`src/rtl/spi_target_byte_if.sv`:
```
// Bundle of SPI pins, RX/TX byte streams and status flags for spi_target_byte.
// The slave modport is the target's view; master is the controller/host side.
interface spi_target_byte_if;
  logic       spi_sck_i;
  logic       spi_cs_ni;
  logic       spi_copi_i;
  logic       spi_cipo_o;
  logic       spi_cipo_en_o;
  logic [7:0] rx_data_o;
  logic       rx_valid_o;
  logic       rx_ready_i;
  logic [7:0] tx_data_i;
  logic       tx_valid_i;
  logic       tx_ready_o;
  logic       overflow_o;
  logic       underrun_o;
  logic       err_clear_i;
  logic       busy_o;

  modport slave (
    input  spi_sck_i, spi_cs_ni, spi_copi_i, rx_ready_i, tx_data_i, tx_valid_i, err_clear_i,
    output spi_cipo_o, spi_cipo_en_o, rx_data_o, rx_valid_o, tx_ready_o, overflow_o,
           underrun_o, busy_o
  );

  modport master (
    output spi_sck_i, spi_cs_ni, spi_copi_i, rx_ready_i, tx_data_i, tx_valid_i, err_clear_i,
    input  spi_cipo_o, spi_cipo_en_o, rx_data_o, rx_valid_o, tx_ready_o, overflow_o,
           underrun_o, busy_o
  );
endinterface

```
`src/rtl/spi_target_byte.sv`:
```
// SPI mode-0 target: oversamples SCK/CS/COPI in clk_sys, deserialises COPI into an RX FIFO
// and serialises host-supplied bytes (or TxIdle) onto CIPO, MSB first.
module spi_target_byte #(
  parameter int unsigned RxDepth = 4,
  parameter logic [7:0]  TxIdle  = 8'hFF
) (
  input  logic           clk_sys_i,
  input  logic           rst_sys_i,
  spi_target_byte_if.slave bus
);
  localparam int unsigned PtrW   = $clog2(RxDepth);
  localparam int unsigned CountW = PtrW + 1;
  localparam logic [0:0]  StIdle   = 1'b0;
  localparam logic [0:0]  StActive = 1'b1;

  logic sck_meta, sck_sync, sck_prev;
  logic cs_meta, cs_sync, cs_prev;
  logic copi_meta, copi_sync;

  // CS resets to the deasserted level so a held-low CS after reset is seen as a fresh fall.
  always_ff @(posedge clk_sys_i) begin
    if (rst_sys_i) begin
      {sck_meta, sck_sync, sck_prev} <= 3'b000;
      {cs_meta, cs_sync, cs_prev}    <= 3'b111;
      {copi_meta, copi_sync}         <= 2'b00;
    end else begin
      sck_meta  <= bus.spi_sck_i;
      sck_sync  <= sck_meta;
      sck_prev  <= sck_sync;
      cs_meta   <= bus.spi_cs_ni;
      cs_sync   <= cs_meta;
      cs_prev   <= cs_sync;
      copi_meta <= bus.spi_copi_i;
      copi_sync <= copi_meta;
    end
  end

  logic sck_rise, sck_fall, cs_fall, cs_rise;
  assign sck_rise = sck_sync & ~sck_prev;
  assign sck_fall = ~sck_sync & sck_prev;
  assign cs_fall  = ~cs_sync & cs_prev;
  assign cs_rise  = cs_sync & ~cs_prev;

  logic [0:0] state;
  logic [2:0] bit_cnt;
  logic [6:0] rx_shift;
  logic [7:0] tx_shift, hold;
  logic       hold_full, byte_done, cipo_en_q, overflow_q, underrun_q;

  logic       do_load, do_rx, push, tx_accept;
  logic [7:0] push_data, load_byte;

  // A CS rise masks any SCK edge detected in the same cycle.
  always_comb begin
    do_load = 1'b0;
    do_rx   = 1'b0;
    if (state == StIdle) begin
      do_load = cs_fall;
    end else if (!cs_rise) begin
      do_rx   = sck_rise;
      do_load = sck_fall & byte_done;
    end
  end

  assign push      = do_rx & (bit_cnt == 3'd7);
  assign push_data = {rx_shift, copi_sync};
  assign load_byte = hold_full ? hold : TxIdle;
  assign tx_accept = bus.tx_valid_i & ~hold_full;

  always_ff @(posedge clk_sys_i) begin
    if (rst_sys_i) begin
      state     <= StIdle;
      bit_cnt   <= 3'd0;
      rx_shift  <= 7'd0;
      tx_shift  <= 8'd0;
      byte_done <= 1'b0;
      cipo_en_q <= 1'b0;
    end else if (state == StIdle) begin
      if (cs_fall) begin
        state     <= StActive;
        bit_cnt   <= 3'd0;
        byte_done <= 1'b0;
        tx_shift  <= load_byte;
        cipo_en_q <= 1'b1;
      end
    end else if (cs_rise) begin
      state     <= StIdle;
      bit_cnt   <= 3'd0;
      rx_shift  <= 7'd0;
      byte_done <= 1'b0;
      cipo_en_q <= 1'b0;
    end else if (sck_rise) begin
      rx_shift  <= push_data[6:0];
      bit_cnt   <= bit_cnt + 3'd1;
      byte_done <= (bit_cnt == 3'd7);
    end else if (sck_fall) begin
      byte_done <= 1'b0;
      tx_shift  <= byte_done ? load_byte : {tx_shift[6:0], 1'b0};
    end
  end

  // A same-cycle write and load: the load sees the pre-write contents, the write lands after.
  always_ff @(posedge clk_sys_i) begin
    if (rst_sys_i) begin
      hold      <= 8'd0;
      hold_full <= 1'b0;
    end else begin
      if (tx_accept) hold <= bus.tx_data_i;
      hold_full <= tx_accept | (hold_full & ~do_load);
    end
  end

  logic [7:0]        mem [RxDepth];
  logic [PtrW-1:0]   wr_ptr, rd_ptr, rd_next;
  logic [CountW-1:0] count, count_after_pop, count_next;
  logic              fifo_pop, fifo_full, push_ok, ovf_set, rx_valid_q;
  logic [7:0]        rx_data_q;

  always_comb begin
    fifo_pop        = rx_valid_q & bus.rx_ready_i;
    fifo_full       = (count == CountW'(RxDepth));
    push_ok         = push & (~fifo_full | fifo_pop);
    ovf_set         = push & fifo_full & ~fifo_pop;
    count_after_pop = count - CountW'(fifo_pop);
    count_next      = count_after_pop + CountW'(push_ok);
    rd_next         = rd_ptr + PtrW'(fifo_pop);
  end

  always_ff @(posedge clk_sys_i) begin
    if (push_ok) mem[wr_ptr] <= push_data;
  end

  // rx_data_o is registered: it tracks whatever will be at the head after this cycle's push/pop.
  always_ff @(posedge clk_sys_i) begin
    if (rst_sys_i) begin
      wr_ptr     <= '0;
      rd_ptr     <= '0;
      count      <= '0;
      rx_valid_q <= 1'b0;
      rx_data_q  <= 8'd0;
    end else begin
      if (push_ok) wr_ptr <= wr_ptr + PtrW'(1);
      rd_ptr     <= rd_next;
      count      <= count_next;
      rx_valid_q <= (count_next != '0);
      if (push_ok && count_after_pop == '0) rx_data_q <= push_data;
      else if (count_next != '0)            rx_data_q <= mem[rd_next];
    end
  end

  always_ff @(posedge clk_sys_i) begin
    if (rst_sys_i || bus.err_clear_i) begin
      overflow_q <= 1'b0;
      underrun_q <= 1'b0;
    end else begin
      if (ovf_set) overflow_q <= 1'b1;
      if (do_load && !hold_full) underrun_q <= 1'b1;
    end
  end

  assign bus.spi_cipo_o    = cipo_en_q ? tx_shift[7] : 1'b1;
  assign bus.spi_cipo_en_o = cipo_en_q;
  assign bus.rx_data_o     = rx_data_q;
  assign bus.rx_valid_o    = rx_valid_q;
  assign bus.tx_ready_o    = ~hold_full;
  assign bus.overflow_o    = overflow_q;
  assign bus.underrun_o    = underrun_q;
  assign bus.busy_o        = (state == StActive);
endmodule
```
`src/flat_wrapper.sv`:
```
// flat-port wrapper written by rule: the top's interface ports become plain ports
module spi_target_byte_flat 
#(
  parameter int unsigned RxDepth = 4,
  parameter logic [7:0]  TxIdle  = 8'hFF
)
  (clk_sys_i, rst_sys_i, bus_spi_sck_i, bus_spi_cs_ni, bus_spi_copi_i, bus_rx_ready_i, bus_tx_data_i, bus_tx_valid_i, bus_err_clear_i, bus_spi_cipo_o, bus_spi_cipo_en_o, bus_rx_data_o, bus_rx_valid_o, bus_tx_ready_o, bus_overflow_o, bus_underrun_o, bus_busy_o);
  spi_target_byte_if bus_i ();
  input  logic clk_sys_i;
  input  logic rst_sys_i;
  input wire logic [$bits(bus_i.spi_sck_i)-1:0] bus_spi_sck_i;
  input wire logic [$bits(bus_i.spi_cs_ni)-1:0] bus_spi_cs_ni;
  input wire logic [$bits(bus_i.spi_copi_i)-1:0] bus_spi_copi_i;
  input wire logic [$bits(bus_i.rx_ready_i)-1:0] bus_rx_ready_i;
  input wire logic [$bits(bus_i.tx_data_i)-1:0] bus_tx_data_i;
  input wire logic [$bits(bus_i.tx_valid_i)-1:0] bus_tx_valid_i;
  input wire logic [$bits(bus_i.err_clear_i)-1:0] bus_err_clear_i;
  output wire logic [$bits(bus_i.spi_cipo_o)-1:0] bus_spi_cipo_o;
  output wire logic [$bits(bus_i.spi_cipo_en_o)-1:0] bus_spi_cipo_en_o;
  output wire logic [$bits(bus_i.rx_data_o)-1:0] bus_rx_data_o;
  output wire logic [$bits(bus_i.rx_valid_o)-1:0] bus_rx_valid_o;
  output wire logic [$bits(bus_i.tx_ready_o)-1:0] bus_tx_ready_o;
  output wire logic [$bits(bus_i.overflow_o)-1:0] bus_overflow_o;
  output wire logic [$bits(bus_i.underrun_o)-1:0] bus_underrun_o;
  output wire logic [$bits(bus_i.busy_o)-1:0] bus_busy_o;
  assign bus_i.spi_sck_i = bus_spi_sck_i;
  assign bus_i.spi_cs_ni = bus_spi_cs_ni;
  assign bus_i.spi_copi_i = bus_spi_copi_i;
  assign bus_i.rx_ready_i = bus_rx_ready_i;
  assign bus_i.tx_data_i = bus_tx_data_i;
  assign bus_i.tx_valid_i = bus_tx_valid_i;
  assign bus_i.err_clear_i = bus_err_clear_i;
  assign bus_spi_cipo_o = bus_i.spi_cipo_o;
  assign bus_spi_cipo_en_o = bus_i.spi_cipo_en_o;
  assign bus_rx_data_o = bus_i.rx_data_o;
  assign bus_rx_valid_o = bus_i.rx_valid_o;
  assign bus_tx_ready_o = bus_i.tx_ready_o;
  assign bus_overflow_o = bus_i.overflow_o;
  assign bus_underrun_o = bus_i.underrun_o;
  assign bus_busy_o = bus_i.busy_o;
  spi_target_byte #(.RxDepth(RxDepth), .TxIdle(TxIdle)) u_core (.clk_sys_i(clk_sys_i), .rst_sys_i(rst_sys_i), .bus(bus_i));
endmodule
```
`config.mk`:
```
export PLATFORM = sky130hd
export DESIGN_NAME = spi_target_byte_flat
export DESIGN_NICKNAME = d
export VERILOG_FILES = /design/src/rtl/spi_target_byte_if.sv /design/src/rtl/spi_target_byte.sv /design/src/flat_wrapper.sv
export SDC_FILE = /design/constraint.sdc
export NUM_CORES = 1
export LEC_CHECK = 0
export ABC_AREA = 1
export CORE_ASPECT_RATIO = 1.75
export CORE_MARGIN = 2
export CORE_UTILIZATION = 40
export CTS_CLUSTER_DIAMETER = 30
export CTS_CLUSTER_SIZE = 16
export DETAILED_ROUTE_END_ITERATION = 12
export GPL_TIMING_DRIVEN = 1
export PLACE_DENSITY_LB_ADDON = 0.25
export SKIP_CTS_REPAIR_TIMING = 1
export SLEW_MARGIN = 20
export SYNTH_ARGS = -nofsm -noshare
export SYNTH_HDL_FRONTEND = slang
export SYNTH_SLANG_ARGS = --single-unit
```
`constraint.sdc`:
```
create_clock -name clk_sys_i -period 3.9 [get_ports clk_sys_i]
set_input_delay 0.78 -clock clk_sys_i [delete_from_list [all_inputs] [get_ports clk_sys_i]]
set_output_delay 0.78 -clock clk_sys_i [all_outputs]
set_load 0.01 [all_outputs]
```
==> impl_metrics.py <==
metrics = {
    "global_routing": {
        "grt_max_degree": 31,
        "grt_antenna_before_repair": 0,
        "grt_pass1_vias": 2764,
        "grt_pass1_wl_um": 13200,
        "grt_overflow": 0,
        "grt_use_total_pct": 16.7,
    },
    "drt": {
        "wl_um": 7900,
        "drt_first_pass_iters": 4,
        "via_count": 2860,
        "drtAntennaViolNets": 0,
        "first_iter_violations": 213,
        "via_per_inst": 4.94,
        "wl_per_cell_um": 13.6,
        "drc": 0,
    },
    "setup_path": {
        "crit_path_max_fanout": 10,
        "crit_required_ns": 4.13,
        "cp_data_arrival_time_ns": 3.24,
        "r2r_cells": 12,
        "r2r-start": "u_core.bus.busy_o",
        "crit_type": "in -> reg",
        "end_kind": "register",
        "r2r_slack_ns": 1.14,
        "crit_chain": "clkdlybuf4s50_1 -> nand2_1 -> nand4_1 -> nand2_4 -> inv_1 -> ha_1 -> ha_1 -> nor2_1 -> inv_1 -> nor2_1 -> nand2_1 -> o21ai_0 -> nor2_1",
        "worstReg2RegEnd": "u_core.bus.rx_data_o[3]",
        "startpoint": "bus_rx_ready_i",
        "path_common_cell": "nor2_1",
        "cp-start-kind": "input port",
        "crit_slowest_cell": "clkdlybuf4s50_1",
        "cpPeakStageDelay_ns": 0.40,
    },
    "final_layout": {
        "syn2layout_area_growth_pct": 19.7,
        "fin_cells": 579,
        "final_common_cell": "nand2_1",
        "n_antenna_cell": 0,
        "fin_nets": 481,
        "final_cell_mix": "nand2_1, dfxtp_1, nor2_1",
        "finish.instance_area_sq_um": 4420,
        "drive_gt1_share_pct": 9.59,
    },
    "timing": {
        "worst_pin_slew_ns": 0.833,
        "fmax_mhz": 332,
        "slew_viol_final": 0,
        "min_period_ns": 3.01,
        "fin_crit_sh_pct": 77.2,
        "hold_ws_ns": 0.414,
        "skew_ns": 0.00655,
        "max_slew_margin_pct": 44.4,
        "finalSetupViolCount": 0,
        "hold_viol_final": 0,
        "tns_ns": 0,
        "rsz0062_at_grt": "false",
    },
    "power": {
        "power.switching_w": 0.000755,
        "seq_power_share_pct": 42.5,
        "pwr-share-comb_pct": 23.7,
        "intPower_w": 0.00174,
        "vdd_drop_max_mv": 0.260,
        "p_leak_nw": 1.85,
        "p_clk_share_pct": 33.8,
        "p_sw_share_pct": 30.3,
        "p_per_area_nw_per_um2": 564,
    },
    "yosys": {
        "avgSynthCellArea_sq_um": 8.78,
        "synth_fp_nets": 448,
        "synth-seq-cells": 88,
        "yosysWarnings": 0,
        "synth_area_sq_um": 3700,
        "synthCells": 421,
        "synth-seq-area-share_pct": 56.3,
        "yosysUniqueCellTypes": 32,
    },
    "floorplan": {
        "placementRows": 46,
        "core_area_sq_um": 9040,
        "start_util_pct": 40.9,
        "die_area_sq_um": 10100,
        "die_x_um": 76.7,
        "ios": 31,
        "fp.dieH_um": 131,
    },
    "cts": {
        "cts_made_buffers": 9,
        "htreeDepth": 3,
        "clk_latency_ns": 0.34,
        "path_clk_slew_ns": 0.06,
        "clk_path_buf_depth": 2,
        "cts_root_buffer": "clkbuf_16",
        "cts.sinks": 88,
        "cts_tree": "built",
    },
    "hold_path": {
        "hold_end": "u_core.cs_sync",
        "min_path_type": "reg -> reg",
        "holdPathStages": 1,
        "hp-start": "u_core.cs_meta",
    },
    "run_status": {
        "status": "completed",
    },
    "place": {
        "numPortBuffers": 30,
        "hpwl_um": 5460,
        "postPlaceCellArea_sq_um": 4120,
        "dp_cells": 563,
        "finalWeightedCongestion": 0.808,
    },
    "run": {
        "drv_cap": 0,
    },
}
==> power by group through the flow <==
stage                     clock, W  combinational (W)  sequential (W)
final                     0.000844           0.000591         0.00106
after global routing      0.000892           0.000669         0.00107
after CTS                 0.000859           0.000599         0.00106
after detailed placement         0           0.000591         0.00108
after global placement           0           0.000581         0.00108
after floorplan                  0           0.000383         0.00108
==> kinds of logic (layout without fill, tap and decap cells) <==
logic type | count (synthesis) | in the layout | share of synthesized area, %
flip-flops | 88 | 88 | 56.3
adder cells (fa/ha/maj) | 11 | 11 | 3.72
buffers and inverters | 56 | 94 | 6.26
AND/OR/NAND/NOR | 195 | 195 | 23.1
XOR/XNOR | 2 | 2 | 0.474
AO/OA/AOI/OAI | 69 | 69 | 10.1
==> layer usage <==
metal / vias to the layer above / routed length, um / GRT usage (%)
li1: 1442 / - / -
met2: 64 / 4560 / 33.0
met1: 1345 / 2930 / 16.3
met5: - / 0 / 0
met3: 9 / 277 / 3.64
met4: 0 / 127 / 5.76
==> cell type report <==
type / count / area [sq um]
inverters: 41 / 154
fillers: 858 / 4610
well taps: 120 / 150
flip-flops and latches: 88 / 2080
repair buffers: 37 / 353
clock inverters: 5 / 37.5
clock buffers: 11 / 264
multi-input cells: 277 / 1380
==> flip-flops by register name, indices dropped and copies added (netlist names), 2 cells and up <==
| register | flops |
|---|---|
| u_core.rx_shift | 7 |
| u_core.tx_shift | 8 |
| u_core.rd_ptr | 2 |
| u_core.count | 3 |
| u_core.wr_ptr | 2 |
| u_core.mem | 32 |
| u_core.bus.rx_data_o | 8 |
| u_core.bit_cnt | 3 |
| u_core.hold | 8 |
==> per-stage QoR <==
stage | total power, W | util, % | setup WS, ns
floorplan | 0.00146 | - | 1.35
finish | 0.00249 | 49.0 | 0.891
global route | 0.00263 | 49.0 | 0.675
CTS | 0.00252 | 49.0 | 0.863
detailed placement | 0.00167 | 45.6 | 0.571
global placement | 0.00166 | 45.6 | 0.648
==> synth_stat cells, drive strengths merged <==
library cell  number  area, sq um
a31oi              7         43.8
a211oi             1         7.51
nand4              3         18.8
nor2              53          225
xnor2              1         8.76
o21a               1         7.51
inv               40          150
a32oi              1         8.76
nand3             23          138
ha                11          138
clkinv             1         3.75
a21oi             17         96.4
xor2               1         8.76
or2                8         50.1
edfxtp            32          961
clkbuf             7         26.3
o21ai             42          210
buf                8         51.3
nand2            108          423
dfxtp             56         1120
==> worst max path at each step <==
| stage | to | slack [ns] |
|---|---|---|
| 2_1_floorplan | u_core.bus.rx_data_o[0] | 1.35 |
| 3_3_place_gp | u_core.bus.rx_data_o[2] | 0.65 |
| 3_5_place_dp | u_core.bus.rx_data_o[2] | 0.57 |
| 4_1_cts | u_core.bus.rx_data_o[3] | 0.86 |
| 5_1_grt | u_core.bus.rx_data_o[3] | 0.67 |
| 6_report | u_core.bus.rx_data_o[3] | 0.89 |
==> worst max-delay path: cells and delay by family <==
kind,cells,cell delay (ns)
AND/OR/NAND/NOR,7,1.22
buffers and inverters,3,0.53
adder cells (fa/ha/maj),2,0.48
AO/OA/AOI/OAI,1,0.21
(Power assumes the default switching activity.)
